`src/rtl/qam16_byte_packer_if.sv`:
```
// Symbol-in / byte-out bundle of the 16-QAM byte packer.
// The packer uses the master side. The demapper and the consumer use the slave side.
interface qam16_byte_packer_if #(
  parameter int DEPTH = 16
) ();
  logic                     i_frame_start;
  logic                     i_valid;
  logic                     i_bit0;
  logic                     i_bit1;
  logic                     i_bit2;
  logic                     i_bit3;
  logic                     i_ready;
  logic                     o_valid;
  logic [7:0]               o_data;
  logic                     o_last;
  logic                     o_overflow;
  logic                     o_frag_err;
  logic [$clog2(DEPTH):0]   o_level;

  modport master (
    input  i_frame_start, i_valid, i_bit0, i_bit1, i_bit2, i_bit3, i_ready,
    output o_valid, o_data, o_last, o_overflow, o_frag_err, o_level
  );

  modport slave (
    output i_frame_start, i_valid, i_bit0, i_bit1, i_bit2, i_bit3, i_ready,
    input  o_valid, o_data, o_last, o_overflow, o_frag_err, o_level
  );
endinterface

```
`src/rtl/qam16_byte_packer.sv`:
```
// Packs pairs of 16-QAM hard nibbles into bytes, tags each frame's last byte,
// and queues the bytes in a first-word-fall-through FIFO with overflow reporting.
module qam16_byte_packer #(
  parameter int DEPTH = 16,
  parameter int N_SYM = 48
) (
  input  logic                 clk,
  input  logic                 rst_n,
  qam16_byte_packer_if.master  bus,
  output logic                 fsm_state
);
  localparam int AW = $clog2(DEPTH);
  localparam int LW = AW + 1;
  localparam int SW = (N_SYM > 2) ? $clog2(N_SYM) : 1;

  typedef enum logic {HI = 1'b0, LO = 1'b1} state_t;

  state_t          state, state_nxt, cur_state;
  logic [3:0]      hold, hold_nxt, nib;
  logic [SW-1:0]   sym_cnt, sym_nxt, cur_cnt;
  logic            push, push_last, frag_set;
  logic [7:0]      push_byte;

  logic [8:0]      mem [DEPTH];
  logic [AW-1:0]   wr_ptr, rd_ptr;
  logic [LW-1:0]   level, level_nxt;
  logic            full, pop, do_push, ovf_set;
  logic            overflow, frag_err;
  logic [8:0]      head;

  assign nib       = {bus.i_bit0, bus.i_bit1, bus.i_bit2, bus.i_bit3};
  assign fsm_state = state;

  // A frame-start pulse resets the pairing before this cycle's symbol is taken.
  always_comb begin
    state_nxt = state;
    hold_nxt  = hold;
    sym_nxt   = sym_cnt;
    cur_state = state;
    cur_cnt   = sym_cnt;
    push      = 1'b0;
    push_byte = 8'h00;
    push_last = 1'b0;
    frag_set  = 1'b0;
    if (bus.i_frame_start) begin
      cur_state = HI;
      cur_cnt   = '0;
      state_nxt = HI;
      sym_nxt   = '0;
      frag_set  = (state == LO);
    end
    if (bus.i_valid) begin
      sym_nxt = (cur_cnt == SW'(N_SYM - 1)) ? '0 : cur_cnt + 1'b1;
      if (cur_state == HI) begin
        hold_nxt  = nib;
        state_nxt = LO;
      end else begin
        push      = 1'b1;
        push_byte = {hold, nib};
        push_last = (cur_cnt == SW'(N_SYM - 1));
        state_nxt = HI;
      end
    end
  end

  // Handshake: a byte transfers on a rising edge where o_valid and i_ready are both 1;
  // o_data/o_last hold while o_valid is 1 and i_ready is 0.
  assign full    = (level == LW'(DEPTH));
  assign pop     = bus.o_valid & bus.i_ready;
  assign do_push = push & (~full | pop);
  assign ovf_set = push & full & ~pop;

  always_comb begin
    level_nxt = level;
    case ({do_push, pop})
      2'b10:   level_nxt = level + 1'b1;
      2'b01:   level_nxt = level - 1'b1;
      default: level_nxt = level;
    endcase
  end

  always_ff @(posedge clk or negedge rst_n) begin
    if (!rst_n) begin
      state    <= HI;
      hold     <= 4'h0;
      sym_cnt  <= '0;
      wr_ptr   <= '0;
      rd_ptr   <= '0;
      level    <= '0;
      overflow <= 1'b0;
      frag_err <= 1'b0;
    end else begin
      state    <= state_nxt;
      hold     <= hold_nxt;
      sym_cnt  <= sym_nxt;
      level    <= level_nxt;
      if (do_push) wr_ptr <= wr_ptr + 1'b1;
      if (pop)     rd_ptr <= rd_ptr + 1'b1;
      if (ovf_set)  overflow <= 1'b1;
      if (frag_set) frag_err <= 1'b1;
    end
  end

  // Storage needs no reset: level gates everything read from it.
  always_ff @(posedge clk) begin
    if (do_push) mem[wr_ptr] <= {push_last, push_byte};
  end

  assign head           = mem[rd_ptr];
  assign bus.o_valid    = (level != '0);
  assign bus.o_data     = bus.o_valid ? head[7:0] : 8'h00;
  assign bus.o_last     = bus.o_valid ? head[8] : 1'b0;
  assign bus.o_level    = level;
  assign bus.o_overflow = overflow;
  assign bus.o_frag_err = frag_err;
endmodule

```
`src/flat_wrapper.sv`:
```
// flat-port wrapper written by rule: the top's interface ports become plain ports
module qam16_byte_packer_flat 
#(
  parameter int DEPTH = 16,
  parameter int N_SYM = 48
)
  (clk, rst_n, fsm_state, bus_i_frame_start, bus_i_valid, bus_i_bit0, bus_i_bit1, bus_i_bit2, bus_i_bit3, bus_i_ready, bus_o_valid, bus_o_data, bus_o_last, bus_o_overflow, bus_o_frag_err, bus_o_level);
  qam16_byte_packer_if #(.DEPTH(DEPTH)) bus_i ();
  input  logic clk;
  input  logic rst_n;
  output logic fsm_state;
  input wire logic [$bits(bus_i.i_frame_start)-1:0] bus_i_frame_start;
  input wire logic [$bits(bus_i.i_valid)-1:0] bus_i_valid;
  input wire logic [$bits(bus_i.i_bit0)-1:0] bus_i_bit0;
  input wire logic [$bits(bus_i.i_bit1)-1:0] bus_i_bit1;
  input wire logic [$bits(bus_i.i_bit2)-1:0] bus_i_bit2;
  input wire logic [$bits(bus_i.i_bit3)-1:0] bus_i_bit3;
  input wire logic [$bits(bus_i.i_ready)-1:0] bus_i_ready;
  output wire logic [$bits(bus_i.o_valid)-1:0] bus_o_valid;
  output wire logic [$bits(bus_i.o_data)-1:0] bus_o_data;
  output wire logic [$bits(bus_i.o_last)-1:0] bus_o_last;
  output wire logic [$bits(bus_i.o_overflow)-1:0] bus_o_overflow;
  output wire logic [$bits(bus_i.o_frag_err)-1:0] bus_o_frag_err;
  output wire logic [$bits(bus_i.o_level)-1:0] bus_o_level;
  assign bus_i.i_frame_start = bus_i_frame_start;
  assign bus_i.i_valid = bus_i_valid;
  assign bus_i.i_bit0 = bus_i_bit0;
  assign bus_i.i_bit1 = bus_i_bit1;
  assign bus_i.i_bit2 = bus_i_bit2;
  assign bus_i.i_bit3 = bus_i_bit3;
  assign bus_i.i_ready = bus_i_ready;
  assign bus_o_valid = bus_i.o_valid;
  assign bus_o_data = bus_i.o_data;
  assign bus_o_last = bus_i.o_last;
  assign bus_o_overflow = bus_i.o_overflow;
  assign bus_o_frag_err = bus_i.o_frag_err;
  assign bus_o_level = bus_i.o_level;
  qam16_byte_packer #(.DEPTH(DEPTH), .N_SYM(N_SYM)) u_core (.clk(clk), .rst_n(rst_n), .bus(bus_i), .fsm_state(fsm_state));
endmodule
```
`config.mk`:
```
export PLATFORM = sky130hd
export DESIGN_NAME = qam16_byte_packer_flat
export DESIGN_NICKNAME = d
export VERILOG_FILES = /design/src/rtl/qam16_byte_packer_if.sv /design/src/rtl/qam16_byte_packer.sv /design/src/flat_wrapper.sv
export SDC_FILE = /design/constraint.sdc
export NUM_CORES = 1
export LEC_CHECK = 0
export ABC_AREA = 1
export CORE_AREA = 2 2 163 117
export DETAILED_ROUTE_END_ITERATION = 7
export DIE_AREA = 0 0 165 119
export PLACE_DENSITY = 0.52
export REMOVE_ABC_BUFFERS = 1
export SETUP_SLACK_MARGIN = 0.3
export SYNTH_ARGS = -nofsm -noshare
export SYNTH_HDL_FRONTEND = slang
export SYNTH_SLANG_ARGS = --single-unit
```
`constraint.sdc`:
```
create_clock -name clk -period 3.7 [get_ports clk]
set_clock_uncertainty 0.2 [all_clocks]
set_input_delay 0.555 -clock clk [delete_from_list [all_inputs] [get_ports clk]]
set_output_delay 0.555 -clock clk [all_outputs]
set_load 0.005 [all_outputs]
```
==> run_results.csv, run 1 <==
group,metric,value,unit
timing,fin_crit_sh,0.874,
clocking,cts-htree-levels,4,
die,die_w,165,um
global_route,grt_usage,0.182,
detailed_routing,drt_iter0_drc,431,
hold_path,min_path_type,"reg -> reg",
cells_and_area,multiInputGateArea,1870,um2
global_route,grt_overflow_total,0,
power,leakagePower,3.04,nW
cells_and_area,area_growth,17.7,%
timing,worst_pin_slew,1.04,ns
detailed_routing,drc_errors,0,
yosys,ys_seq_area_frac,0.700,
yosys,synth_cell_types,34,
global_route,grt_antenna_before_repair,0,
critical_path,crit_chain,"buf_4 -> buf_4 -> o21ai_0 -> o22ai_1 -> nor2_1 -> nor2_1 -> o21ai_0 -> a21oi_1 -> clkdlybuf4s50_1",
clocking,clk_pin_slew,0.07,ns
detailed_routing,routedWlPerCell,19.0,um
power,power_density,717,nW/um2
placed_design,io_buffers,26,
die,fp.coreArea,18300,um2
critical_path,r2r_setup_slack,1.41,ns
hold_path,hold_depth,1,
clocking,cts.sinks,170,
cells_and_area,fill_cells,1671,
timing,fmax,0.309,GHz
placed_design,gp_congestion,0.785,
critical_path,required,2.94,ns
clocking,numCtsBuffers,17,
cells_and_area,fin_util,0.456,
power,total_power,0.00600,W
status,status,"complete, no violations",
detailed_routing,routed_wl,17.0,mm
cells_and_area,area.sequential,4980,um2
clocking,clk_path_buf_depth,2,
global_route,grt_max_degree,38,
yosys,synth_cells,587,
critical_path,r2r_end,"u_core.bus.o_level[4]",
critical_path,path_max_fanout,15,
timing,setup_viol,0,
timing,fin_ws,0.468,ns
detailed_routing,vias,4749,
cells_and_area,final_cells,898,
critical_path,rr_worst_depth,16,
critical_path,start_kind,"flip-flop",
detailed_routing,drtAntennaViolNets,0,
hold_path,hp-start,"u_core.bus.o_frag_err",
critical_path,critPathArrivalTime,2.48,ns
critical_path,cp_slowest_cell,"clkdlybuf4s50_1",
cells_and_area,layout-drive-gt1-share,0.128,
die,die_y,119,um
die,rows,42,
power,ir_drop,0.000347,V
critical_path,slowest_delay,0.52,ns
detailed_routing,vias_per_cell,5.29,
placed_design,dp_slack,0.653,ns
timing,slew_headroom,0.302,
timing,hold_violations,0,
placed_design,place_hpwl,10.9,mm
yosys,syn-cell-area,7110,um2
clocking,cts_root_buf,"clkbuf_16",
yosys,avgSynthCellArea,12.1,um2
timing,period_minus_slack,3.23,ns
timing,rsz0062_at_grt,"false",
die,die_area,19600,um2
yosys,yosysWarnings,0,
timing,slew_violations,0,
global_route,grt_pass1_wl,26.3,mm
placed_design,dp.cells,865,
cells_and_area,antennaDiodeCount,0,
die,io_pins,27,
critical_path,end_kind,"primary output",
critical_path,r2r-start,"u_core.fsm_state",
timing,final.setup.tns,0,ns
run,maxCapViolCount,0,
clocking,cts_tree,"yes",
critical_path,path_class,"reg -> out",
hold_path,holdPathEnd,"u_core.bus.o_frag_err",
yosys,synth_seq_cells,170,
clocking,clock_latency,0.42,ns
detailed_routing,drtPass1Iterations,5,
cells_and_area,nets,662,
die,initial_core_util,0.388,
global_route,grt_pass1_vias,4612,
-- layout make-up --
type	instances	share of cell area
Multi-Input combinational cell	354	0.223
Clock inverter	15	0.0102
Timing Repair Buffer	63	0.0670
Sequential cell	170	0.595
Inverter	37	0.0176
Clock buffer	17	0.0509
Tap cell	242	0.0362
-- routing by layer --
| metal | vias to the layer above | share of wire | track usage |
|---|---|---|---|
| li1 | 2236 | - | - |
| met5 | - | 0 | 0 |
| met1 | 2362 | 0.47 | 0.264 |
| met2 | 139 | 0.46 | 0.277 |
| met4 | 0 | 0.0097 | 0.0571 |
| met3 | 12 | 0.054 | 0.0345 |
-- critical path: cells and delay by family (launching register included) --
kind / cells / cell delay (ns)
and+or+nand+nor: 2 / 0.15
buffers and inverters: 3 / 0.92
DFF: 1 / 0.40
AOI/OAI and AO/OA: 4 / 0.58
-- flip-flops by register name (all words and copies together) (netlist names) --
name / flops
u_core.mem: 144
u_core.sym_cnt: 6
u_core.bus.o_level: 5
u_core.hold: 4
u_core.rd_ptr: 4
u_core.wr_ptr: 4
u_core.bus.o_frag_err: 1
u_core.bus.o_overflow: 1
u_core.fsm_state: 1
-- what timing repair did --
action	CTS	global route
endpoints found under the setup margin	7	8
buffers inserted	0	1
resized for setup	3	7
pin swaps	0	2
hold buffers	0	0
-- power by group --
group          switching (W)  internal [W]
Combinational        0.00131      0.000831
Clock               0.000715      0.000842
Sequential          0.000107       0.00220
Total                0.00213       0.00387
-- through the flow --
step	area (um2)	hold slack, ns
after global routing	8370	0.273
after global placement	7820	0.238
final	8370	0.259
after floorplan	6980	0.0594
after CTS	8340	0.263
after detailed placement	7820	0.247
-- kinds of logic after synthesis --
kind of cell / Yosys count / synth area share
AND/OR/NAND/NOR: 194 / 0.118
flip-flops: 170 / 0.700
AO/OA/AOI/OAI: 142 / 0.117
buffers and inverters: 63 / 0.0379
adder cells (fa/ha/maj): 10 / 0.0176
XOR/XNOR: 8 / 0.00986
-- synth_stat cells --
library cell | number | area [um2]
edfxtp_1 | 144 | 4320
nor2_1 | 115 | 432
o21ai_0 | 83 | 415
nand2_1 | 39 | 146
inv_1 | 28 | 105
dfrtp_1 | 26 | 651
o221ai_1 | 24 | 210
nand3_1 | 23 | 115
o22ai_1 | 13 | 81.3
a21oi_1 | 12 | 60.1
buf_2 | 12 | 60.1
ha_1 | 10 | 125
clkbuf_1 | 8 | 30.0
xor2_1 | 8 | 70.1
inv_2 | 7 | 26.3
nand4_1 | 5 | 31.3
o21ai_1 | 5 | 25.0
nand2_2 | 3 | 18.8
nor2_2 | 3 | 18.8
buf_4 | 2 | 15.0
clkbuf_2 | 2 | 10.0
clkinv_1 | 2 | 7.51
nand3_2 | 2 | 20.0
a211oi_1 | 1 | 7.51
a21o_1 | 1 | 7.51
buf_1 | 1 | 3.75
buf_6 | 1 | 11.3
nand3_4 | 1 | 17.5
nor2_4 | 1 | 11.3
nor4_4 | 1 | 21.3
o211ai_1 | 1 | 7.51
o21bai_1 | 1 | 7.51
o31ai_1 | 1 | 7.51
or3_1 | 1 | 6.26
-- worst max path at each step --
stage,from,endpoint,slack [ns],cells past startpoint
2_1_floorplan,u_core.rd_ptr[0],bus_o_data[7],0.33,7
3_3_place_gp,u_core.rd_ptr[0],bus_o_data[7],0.73,9
3_5_place_dp,bus_i_frame_start,u_core.bus.o_level[4],0.65,18
4_1_cts,u_core.rd_ptr[0],bus_o_data[7],0.31,9
5_1_grt,u_core.rd_ptr[0],bus_o_data[3],0.31,8
6_report,u_core.rd_ptr[1],bus_o_data[3],0.47,9
-- layout by cell type (no fill, tap or decap), types with 2 or more instances in the layout --
master / synthesis / final
edfxtp_1: 144 / 144
nand3_1: 23 / 23
nand4_1: 5 / 5
inv_6: 0 / 2
inv_1: 28 / 28
o22ai_1: 13 / 13
inv_2: 7 / 5
buf_4: 2 / 34
nor2_1: 115 / 115
nand2_1: 39 / 39
a21oi_1: 12 / 11
ha_1: 10 / 10
nor2_2: 3 / 3
o21ai_1: 5 / 5
buf_6: 1 / 2
nand3_2: 2 / 2
nand2_2: 3 / 3
clkinv_1: 2 / 8
dfrtp_1: 26 / 24
xor2_1: 8 / 8
o21ai_0: 83 / 83
o221ai_1: 24 / 24
clkinv_4: 0 / 2
dfrtp_2: 0 / 2
clkbuf_16: 0 / 17
clkinv_2: 0 / 3
clkdlybuf4s50_1: 0 / 25
clkinvlp_4: 0 / 3
Power figures use the tool's default switching activity.
==> run 2: changes to the inputs <==
CTS_CLUSTER_SIZE = 30   (was unset)
==> results of run 2 <==
Same layout as run 1: the final DEF is identical, and so are final timing and power.
